### src/rtl/muldiv_pkg.sv
// Shared types and constants for the RV32M multiply/divide sequencer.
// Op encodings follow RV32M funct3 so op_i can be cast straight to op_t.
package muldiv_pkg;

  typedef enum logic [2:0] {
    OP_MUL    = 3'd0,
    OP_MULH   = 3'd1,
    OP_MULHSU = 3'd2,
    OP_MULHU  = 3'd3,
    OP_DIV    = 3'd4,
    OP_DIVU   = 3'd5,
    OP_REM    = 3'd6,
    OP_REMU   = 3'd7
  } op_t;

  typedef enum logic [1:0] {
    IDLE = 2'd0,
    MUL  = 2'd1,
    DIV  = 2'd2,
    DONE = 2'd3
  } state_t;

  localparam logic [31:0] ALL_ONES = 32'hFFFF_FFFF;
  localparam logic [31:0] INT_MIN  = 32'h8000_0000;

  // rs1 is treated as signed by MULH, MULHSU, DIV and REM.
  function automatic logic op_a_signed(input op_t op);
    return (op == OP_MULH) || (op == OP_MULHSU) || (op == OP_DIV) || (op == OP_REM);
  endfunction

  // rs2 is treated as signed by MULH, DIV and REM (not MULHSU).
  function automatic logic op_b_signed(input op_t op);
    return (op == OP_MULH) || (op == OP_DIV) || (op == OP_REM);
  endfunction

endpackage

### src/rtl/ex_muldiv_seq.sv
// Multi-cycle RV32M sequencer: radix-2 shift-add multiply and restoring divide
// on operand magnitudes, with sign fix-up applied as the result is registered.
module ex_muldiv_seq
  import muldiv_pkg::*;
#(
  parameter int XLEN  = 32,
  parameter int ITERS = 32   // one step per operand bit; must equal XLEN
) (
  input  logic            clk,
  input  logic            rst_n,
  input  logic            flush_i,
  input  logic            req_valid_i,
  input  logic [2:0]      op_i,
  input  logic [XLEN-1:0] a_i,
  input  logic [XLEN-1:0] b_i,
  output logic            stall_o,
  output logic            res_valid_o,
  output logic [XLEN-1:0] res_o
);

  localparam int CW = $clog2(ITERS + 1);

  state_t          state_q, state_d;
  op_t             op_q;
  logic [CW-1:0]   cnt_q;
  logic [XLEN-1:0] opnd_q;   // multiplicand or divisor magnitude
  logic [XLEN-1:0] hi_q;     // product high word / partial remainder
  logic [XLEN-1:0] lo_q;     // multiplier bits / dividend bits becoming quotient
  logic            neg_q;    // negate product or quotient
  logic            neg_r_q;  // negate remainder
  logic [XLEN-1:0] res_q;

  // ---------------- request decode (IDLE) ----------------
  op_t             op_in;
  logic            a_neg, b_neg;
  logic [XLEN-1:0] a_mag, b_mag;
  logic            div_zero, div_ovf, special;
  logic [XLEN-1:0] special_res;

  assign op_in = op_t'(op_i);
  assign a_neg = op_a_signed(op_in) && a_i[XLEN-1];
  assign b_neg = op_b_signed(op_in) && b_i[XLEN-1];
  assign a_mag = a_neg ? -a_i : a_i;
  assign b_mag = b_neg ? -b_i : b_i;

  // op_i[2] marks divide/remainder, op_i[1] within that selects remainder.
  assign div_zero = op_i[2] && (b_i == '0);
  assign div_ovf  = op_i[2] && !op_i[0] && (a_i == INT_MIN) && (b_i == ALL_ONES);
  assign special  = div_zero || div_ovf;

  always_comb begin
    special_res = '0;
    if (div_zero)     special_res = op_i[1] ? a_i : ALL_ONES;
    else if (div_ovf) special_res = op_i[1] ? '0  : INT_MIN;
  end

  // ---------------- multiply step ----------------
  logic [XLEN:0]     mul_sum;
  logic [XLEN-1:0]   mul_hi_nx, mul_lo_nx;
  logic [2*XLEN-1:0] prod, prod_fix;
  logic [XLEN-1:0]   mul_res;

  assign mul_sum   = {1'b0, hi_q} + (lo_q[0] ? {1'b0, opnd_q} : '0);
  assign mul_hi_nx = mul_sum[XLEN:1];
  assign mul_lo_nx = {mul_sum[0], lo_q[XLEN-1:1]};
  assign prod      = {mul_hi_nx, mul_lo_nx};
  assign prod_fix  = neg_q ? -prod : prod;
  assign mul_res   = (op_q == OP_MUL) ? prod_fix[XLEN-1:0] : prod_fix[2*XLEN-1:XLEN];

  // ---------------- restoring divide step ----------------
  logic [XLEN:0]   div_shift, div_diff;
  logic            div_ge;
  logic [XLEN-1:0] rem_nx, quo_nx, div_res;

  assign div_shift = {hi_q, lo_q[XLEN-1]};
  assign div_diff  = div_shift - {1'b0, opnd_q};
  assign div_ge    = !div_diff[XLEN];
  assign rem_nx    = div_ge ? div_diff[XLEN-1:0] : div_shift[XLEN-1:0];
  assign quo_nx    = {lo_q[XLEN-2:0], div_ge};
  assign div_res   = op_q[1] ? (neg_r_q ? -rem_nx : rem_nx)
                             : (neg_q   ? -quo_nx : quo_nx);

  // ---------------- control FSM ----------------
  always_ff @(posedge clk) begin
    if (!rst_n) state_q <= IDLE;
    else        state_q <= state_d;
  end

  // NOTE: every always_comb output gets a default first so no path can infer a latch.
  always_comb begin
    state_d = state_q;
    unique case (state_q)
      IDLE: begin
        if (req_valid_i) begin
          if (special)      state_d = DONE;
          else if (op_i[2]) state_d = DIV;
          else              state_d = MUL;
        end
      end
      MUL, DIV: if (cnt_q == CW'(1)) state_d = DONE;
      DONE:     state_d = IDLE;
      default:  state_d = IDLE;
    endcase
    // A redirect kills the op and also blocks acceptance of a new one.
    if (flush_i) state_d = IDLE;
  end

  // ---------------- datapath registers ----------------
  // NOTE: sequential state uses non-blocking assignments so every register
  // samples the pre-edge values of the others.
  always_ff @(posedge clk) begin
    // NOTE: the operand/result registers are explicitly cleared so a reset
    // mid-operation cannot leak a stale result onto res_o.
    if (!rst_n) begin
      op_q    <= OP_MUL;
      cnt_q   <= '0;
      opnd_q  <= '0;
      hi_q    <= '0;
      lo_q    <= '0;
      neg_q   <= 1'b0;
      neg_r_q <= 1'b0;
      res_q   <= '0;
    end else if (!flush_i) begin
      unique case (state_q)
        IDLE: begin
          if (req_valid_i) begin
            op_q    <= op_in;
            cnt_q   <= CW'(ITERS);
            opnd_q  <= op_i[2] ? b_mag : a_mag;
            lo_q    <= op_i[2] ? a_mag : b_mag;
            hi_q    <= '0;
            neg_q   <= a_neg ^ b_neg;
            neg_r_q <= a_neg;
            if (special) res_q <= special_res;
          end
        end
        MUL: begin
          hi_q  <= mul_hi_nx;
          lo_q  <= mul_lo_nx;
          cnt_q <= cnt_q - CW'(1);
          if (cnt_q == CW'(1)) res_q <= mul_res;
        end
        DIV: begin
          hi_q  <= rem_nx;
          lo_q  <= quo_nx;
          cnt_q <= cnt_q - CW'(1);
          if (cnt_q == CW'(1)) res_q <= div_res;
        end
        default: ;
      endcase
    end
  end

  // ---------------- outputs ----------------
  assign stall_o     = ((state_q == IDLE) && req_valid_i) || (state_q == MUL) || (state_q == DIV);
  assign res_valid_o = (state_q == DONE);
  assign res_o       = res_q;

endmodule

### config.mk
export PLATFORM = sky130hd
export DESIGN_NAME = ex_muldiv_seq
export DESIGN_NICKNAME = d
export VERILOG_FILES = /design/src/rtl/muldiv_pkg.sv /design/src/rtl/ex_muldiv_seq.sv
export SDC_FILE = /design/constraint.sdc
export NUM_CORES = 1
export LEC_CHECK = 0
export CAP_MARGIN = 20
export CORE_MARGIN = 3
export CORE_UTILIZATION = 25
export DETAILED_ROUTE_END_ITERATION = 10
export PLACE_DENSITY = 0.51
export SLEW_MARGIN = 5
export SYNTH_ARGS = -nofsm -noshare
export SYNTH_HDL_FRONTEND = slang
export SYNTH_SLANG_ARGS = --single-unit
### constraint.sdc
create_clock -name clk -period 8.13 [get_ports clk]
set_input_delay 1.626 -clock clk [delete_from_list [all_inputs] [get_ports clk]]
set_output_delay 1.626 -clock clk [all_outputs]
set_load 0.02 [all_outputs]
==> key figures, run 1 <==
Status
  – Outcome: finished clean

STA
  – Slew HR: approximately 28%
  – Fmax: around 150 MHz
  – Setup TNS: 0 ns
  – Setup violations, final: 0
  – Worst Max-Slew Pin Slew: 1.081 ns
  – RSZ-0062 raised after global routing: no
  – Final Cycle Share: 84.35%
  – Final min period: 6.857 ns
  – Final Max Tran Viols: 0
  – Hold WS: approximately 0.46 ns
  – Hold Violations, Final: 0
  – Clock skew: 0.01406 ns

Route
  – DRT antenna net count: 0
  – DRC: 0
  – Wire per inst: 24.00 um
  – Drt via density: 5.837
  – Initial DRC count: 2482
  – Pre-antenna DRT Iters: 6
  – DR vias: 20350
  – Total wire length: between 80000 and 90000 um

Setup path
  – Reg-to-Reg Start: lo_q[31]
  – Worst Path Class, Setup: flip-flop to flip-flop
  – CP required: about 8.5 ns
  – Crit path from: lo_q[31]
  – Startpoint Class: flip-flop
  – CP max FO: 7
  – Crit path DAT: 7.20 ns
  – Crit path capture type: flip-flop

Place
  – HPWL after DPL: 65000 um
  – GP Congestion: 0.9871
  – Post-DP Area: 19120 um2
  – Number of placed instances, taps included: 3454
  – Port Buffers: 104

Pwr
  – PD cells: between 100 and 150 nW/um2
  – Comb pwr share: 41.7%
  – Worst VDD drop: approximately 0.16 mV
  – Register share of total power: 29.2%
  – Switching portion of total power: 44.42%
  – Cell internal pwr: ~0.0015 W
  – Clock Power Share: 29.1%
  – Net Sw Power: 0.001226 W
  – Leakage power: around 7.0 nW

Global route
  – Number of antenna violations at the first check in global routing: 1
  – GRT Total Usage: 21.96%
  – Largest net degree at the start of global routing: 83
  – Gr ovfl total: 0
  – Vias in the first global route: 18480
  – First-pass GRT wire length: around 120000 um

Synth
  – Post-synth EDFFs: 0
  – Flops & latches, synth: 141
  – Synth Flop Type: dfxtp_1
  – Synth warn: 0
  – Syn Area/Cell: 6.715 um2
  – Synth cell types: 92
  – Seq/Total Area, Yosys: 16.26%
  – Mapped Area: approximately 17000 um2
  – Cells after Synth: 2586
  – Syn nets: 2736
  – Ys async rst share: 0%

Final layout
  – ANT cells: 0
  – Layout Cells excl Fill: 3486
  – Fraction of layout instances using a drive strength above 1: 5.341%
  – Nets: 2702
  – Final Instance Area: 19700 um2
  – Area growth syn-to-layout: 13.44%

Clocking
  – Root buffer cell: clkbuf_16
  – Post-CTS Setup Bufs: 0
  – Sink Count: 141
  – CTS H-tree lvls: 4
  – CTS Buf Count: 17
  – CTS tree: built
  – Clk Latency, worst-skew pair: 0.46 ns
  – Clk slew on worst S/H paths: 0.07 ns
  – Hold_buf cts: 0
  – CTS resizes: 0
  – Max clock buf depth: 2

Hold path
  – HP Start: res_o[19]
  – Hold crit path type: flip-flop to flip-flop

Die
  – Die height: 269.5 um
  – Core area: 67990 um2
  – Initial Util: between 20% and 30%
  – Die ar.: 72650 um2
  – Ports: 105
  – Row count: 95
  – Die X: 269.5 um

Run
  – MaxCap Viol Count: 0
[state kept, by name (all words and copies together) (netlist names)]
register,cells
res_o,32
hi_q,32
state_q,2
lo_q,32
op_q,3
cnt_q,6
neg_q,1
opnd_q,32
neg_r_q,1
[stage by stage]
step | total power (W) | setup slack (ns) | util (%)
CTS | 0.002732 | 1.427 | 28.97
floorplan | 0.001512 | 2.426 | -
global route | 0.002868 | 0.7891 | 28.97
global placement | 0.001933 | 1.614 | 28.12
finish | 0.002760 | 1.273 | 28.97
detailed placement | 0.001927 | 1.457 | 28.12
[kinds of logic (layout without fill, tap and decap cells)]
family	Yosys count	in the layout	share of synthesized area, %
AND/OR/NAND/NOR	989	989	26.69
flip-flops	141	141	16.26
multiplexers	34	34	2.169
AO/OA/AOI/OAI	890	890	34.10
buffers and inverters	274	253	5.981
XOR/XNOR	179	179	9.029
adder cells (fa/ha/maj)	79	79	5.779
[power by group through the flow]
stage | registers (W) | logic (W) | clock network, W
floorplan | 0.000771 | 0.000741 | 0
global placement | 0.000814 | 0.00112 | 0
detailed placement | 0.000815 | 0.00111 | 0
CTS | 0.000799 | 0.00112 | 0.000816
global route | 0.000808 | 0.00122 | 0.000840
finish | 0.000805 | 0.00115 | 0.000803
[cells in the final DEF (no fill, tap or decap), types with 19 or more instances in the layout]
| cell | n |
|---|---|
| a21oi_1 | 202 |
| nor3_1 | 71 |
| a22oi_1 | 51 |
| a22o_1 | 23 |
| nor4_1 | 26 |
| nand2b_1 | 29 |
| buf_4 | 32 |
| nor2_1 | 310 |
| and2_1 | 24 |
| a21o_1 | 24 |
| mux2i_1 | 23 |
| dfxtp_1 | 140 |
| ha_1 | 74 |
| xor2_1 | 62 |
| or3_1 | 39 |
| a31oi_1 | 29 |
| nand2_1 | 314 |
| xnor2_1 | 117 |
| a311oi_1 | 20 |
| clkdlybuf4s50_1 | 103 |
| nand3_1 | 42 |
| or2_2 | 19 |
| o211ai_1 | 47 |
| o21ai_0 | 205 |
| inv_1 | 79 |
| nand4_1 | 24 |
| o31ai_1 | 36 |
| a211oi_1 | 71 |
| and3_1 | 20 |
[final timing paths]
kind	end	slack, ns	depth (start not counted)
worst min register to register	res_o[19]	0.46	2
worst min-delay path	res_o[19]	0.46	2
worst max-delay path	res_o[28]	1.27	21
worst max register to register	res_o[28]	1.27	21
[final cells by class]
| cell class | count | area, um2 |
|---|---|---|
| Multi-Input combinational cell | 2171 | 13550 |
| Clock buffer | 18 | 439.2 |
| Inverter | 85 | 321.6 |
| Timing Repair Buffer | 136 | 1276 |
| Fill cell | 7647 | 48290 |
| Clock inverter | 14 | 136.4 |
| Tap cell | 921 | 1152 |
| Sequential cell | 141 | 2824 |
[cell usage after synthesis, drive strengths merged, types with 11 or more instances]
| cell type | n | share of area [%] |
|---|---|---|
| o21bai | 11 | 0.48 |
| a31oi | 29 | 1.0 |
| o41ai | 14 | 0.71 |
| buf | 26 | 0.62 |
| a311oi | 20 | 1.0 |
| a21o | 24 | 1.0 |
| xor2 | 62 | 3.1 |
| a22o | 23 | 1.2 |
| nand2b | 29 | 1.0 |
| mux2i | 23 | 1.3 |
| a21oi | 202 | 5.8 |
| a2111oi | 14 | 0.92 |
| o22ai | 11 | 0.40 |
| nor4 | 28 | 1.1 |
| nand4 | 24 | 0.86 |
| ha | 77 | 5.5 |
| o31ai | 37 | 1.6 |
| inv | 83 | 1.8 |
| and3 | 20 | 0.72 |
| or4 | 14 | 0.65 |
| a22oi | 51 | 2.2 |
| or3 | 41 | 1.5 |
| nor2 | 314 | 6.8 |
| xnor2 | 117 | 5.9 |
| or2 | 19 | 0.68 |
| a221oi | 11 | 0.66 |
| o211ai | 47 | 2.0 |
| dfxtp | 141 | 16 |
| o21a | 17 | 0.73 |
| nand2 | 314 | 6.8 |
| clkbuf | 163 | 3.5 |
| o21ai | 212 | 6.1 |
| nor3 | 74 | 2.2 |
| a211oi | 72 | 3.1 |
| nand3 | 43 | 1.3 |
| and2 | 26 | 0.94 |
[worst max-delay path: stages, from the launching register on]
cell and delay, ns:
dfxtp_1 0.42, inv_1 0.13, ha_1 0.23, fa_1 0.43, nand2b_1 0.19, a21oi_1 0.47
o21ai_0 0.32, o31ai_1 0.64, o211ai_1 0.34, nor2_4 0.21, inv_2 0.09, a21oi_1 0.26
ha_1 0.26, nand2_1 0.09, nor3_1 0.44, o211ai_1 0.31, o41ai_1 0.75, nand3_1 0.18
o41ai_1 0.36, xnor2_1 0.18, a221oi_1 0.10, a2111oi_0 0.35
[per-layer routing]
metal | global-route usage (%) | up-vias | wire, um
li1 | - | 9455 | -
met1 | 30.46 | 9674 | 37070
met2 | 33.06 | 1060 | 35340
met3 | 3.921 | 159 | 7295
met4 | 9.792 | 0 | 3961
met5 | 0 | - | 0
No activity file was read; power rests on OpenSTA's default activity.
==> run 2, diff against run 1 <==
Settings changed: PLACE_DENSITY 0.51 to 0.53.
Clock period 8.13 ns to 5.83 ns, I/O delays scaled along.
==> run 2 against run 1 <==
Clock-buffer cell count is 2 higher. Fmax is 25% higher. Largest cell class unchanged. Via count is 0.24% lower.
==> key figures, run 2 (synthesis results as in run 1) <==
Route
  – DRC: 0 (unchanged)
  – Total wire length: 83420 um (-0.29%)
  – Drt via density: 5.731 (-1.8%)
  – Initial DRC count: 2436 (-1.9%)
  – Wire per inst: 23.55 um (-1.9%)
  – Pre-antenna DRT Iters: 6 (unchanged)
  – DR vias: 20300 (-0.24%)
  – DRT antenna net count: 0 (unchanged)

Pwr
  – Worst VDD drop: 0.2165 mV (+32%)
  – PD cells: 197.2 nW/um2 (+41%)
  – Final Power: 0.003987 W (+44%)
  – Leakage power: 7.325 nW (+4.6%)

Setup path
  – Crit path capture type: flip-flop
  – CP required: 6.19 ns (-2.29 ns)
  – Worst Path Class, Setup: flip-flop to flip-flop
  – Slowest CP cell: dfxtp_1
  – CP max FO: 11 (+4)
  – Critical-path cell list: ha_2, a21oi_1, o21ai_0, a221o_1, a211o_1, o211ai_1, buf_4, nor2_4, inv_2, nor2_1, a21oi_1, ha_1, nand3b_1, nor3_2, nand3b_1, nor2_1, o21ai_0, o41ai_2, buf_4, nand3_1, o41ai_2, xnor2_1, a221oi_1, a2111oi_1
  – Startpoint Class: flip-flop
  – Max stage delay on crit path: 0.47 ns (-0.28 ns)
  – Crit path DAT: 5.82 ns (-1.38 ns)

Clocking
  – CTS H-tree lvls: 4 (unchanged)
  – Root buffer cell: clkbuf_16
  – Max clock buf depth: 2 (unchanged)
  – CTS tree: built
  – CTS Buf Count: 17 (unchanged)
  – Clk Latency, worst-skew pair: 0.48 ns (+0.02 ns)
  – Clk slew on worst S/H paths: 0.07 ns (about the same)
  – Sink Count: 141 (unchanged)
  – Hold_buf cts: 0 (unchanged)

STA
  – Final Cycle Share: 93.78% (+9.4 points)
  – Fmax: 182.9 MHz (+25%)
  – Final Max Tran Viols: 0 (unchanged)
  – Worst Max-Slew Pin Slew: 1.031 ns (-0.04944 ns)
  – Slew HR: 30.77% (+2.9 points)
  – Hold Violations, Final: 0 (unchanged)
  – Clock skew: 0.01672 ns (+0.002657 ns)
  – Setup violations, final: 0 (unchanged)
  – Final min period: 5.468 ns (-1.390 ns)

Final layout
  – Nets: 2759 (+2.1%)
  – Final Instance Area: 20210 um2 (+2.6%)
  – Fraction of layout instances using a drive strength above 1: 7.593% (+2.3 points)
  – Most frequent cells in the layout: nand2_1 (314), nor2_1 (310), o21ai_0 (203)
  – ANT cells: 0 (unchanged)
  – Area growth syn-to-layout: 16.41%
  – Most common cell after layout, fill and taps aside: nand2_1

Place
  – GP Congestion: 0.9731 (-1.4%)
  – Port Buffers: 104 (unchanged)
  – HPWL after DPL: 65280 um (+0.44%)
  – Post-DP Area: 19550 um2 (+2.2%)

Die
  – Initial Util: 25.54% (unchanged)
  – Ports: 105 (unchanged)
  – Die height: 269.5 um (unchanged)
  – Die ar.: 72650 um2 (unchanged)
  – Die X: 269.5 um (unchanged)
  – Row count: 95 (unchanged)
  – Core area: 67990 um2 (unchanged)

Global route
  – Gr ovfl total: 0 (unchanged)
  – GRT Total Usage: 22.10% (+0.14 points)
  – Number of antenna violations at the first check in global routing: 8 (+7)
  – Largest net degree at the start of global routing: 79 (-4.8%)
  – First-pass GRT wire length: 122900 um (+0.43%)
  – Vias in the first global route: 18640 (+0.82%)

Run
  – MaxCap Viol Count: 0 (unchanged)

Status
  – Outcome: finished clean

Hold path
  – Hold crit path type: flip-flop to flip-flop
-- run 2: cell count changes in the layout (fill, tap and decap cells not counted), sizes merged --
cell / previous run / this run
clkinvlp: 2 / 1
inv: 88 / 83
clkbuf: 18 / 20
buf: 33 / 90
bufinv: 1 / 4
-- run 2: final timing paths --
| path | from | end | slack (ns) | cells after the start |
|---|---|---|---|---|
| hold / removal | opnd_q[28] | opnd_q[28] | 0.45 | 2 |
| setup reg to reg | hi_q[22] | res_o[28] | 0.36 | 24 |
| hold reg to reg | opnd_q[28] | opnd_q[28] | 0.45 | 2 |
| setup / recovery | hi_q[22] | res_o[28] | 0.36 | 24 |
-- run 2: layer usage --
layer / up-vias / track usage (%) / share of wire (%)
li1: 9539 / - / -
met1: 9723 / 29.30 / 43
met2: 881 / 34.22 / 44
met3: 145 / 5.761 / 9.2
met4: 12 / 8.207 / 3.6
met5: - / 1.645 / 0.29
-- run 2: worst max-delay path: cells and delay by family, from the launching register on --
family | cells | cell delay, ns
adder cells (fa/ha/maj) | 2 | 0.65
flip-flops | 1 | 0.47
AND/OR/NAND/NOR | 7 | 0.87
XOR/XNOR | 1 | 0.20
buffers and inverters | 3 | 0.50
AO/OA/AOI/OAI | 11 | 2.64
-- run 2: where the power goes --
group,total (W),switching (W),internal (W)
registers,0.00109,0.0000747,0.00102
clock network,0.00123,0.000494,0.000735
logic,0.00167,0.00112,0.000548
total,0.00399,0.00169,0.00230
-- run 2: through the flow --
step                      instances  util [%]  setup TNS [ns]  setup WS, ns  hold WS, ns
after floorplan                2586         -               0        0.1262       0.4319
after global placement         3510     28.75               0        0.2926       0.4397
after detailed placement       3510     28.75               0        0.2135       0.4461
after CTS                      3541     29.67               0        0.1666       0.4557
after global routing           3542     29.73        -0.03052      -0.03052       0.4738
final                          3542     29.73               0        0.3624       0.4524
-- run 2: final cells by class --
type                       count  area (um2)
tap                          921        1152
clock inverter                11       165.2
clock buffer                  20       456.7
multi-input combinational   2171       13590
timing repair buffer         193        1704
inverter                      85       321.6
fill                        7601       47780
sequential                   141        2824
-- run 2: repair_timing --
| action | 4_1_cts | 5_1_grt |
|---|---|---|
| gates resized for setup | 0 | 10 |
| endpoints found under the setup margin | 0 | 4 |
| setup buffers | 0 | 1 |
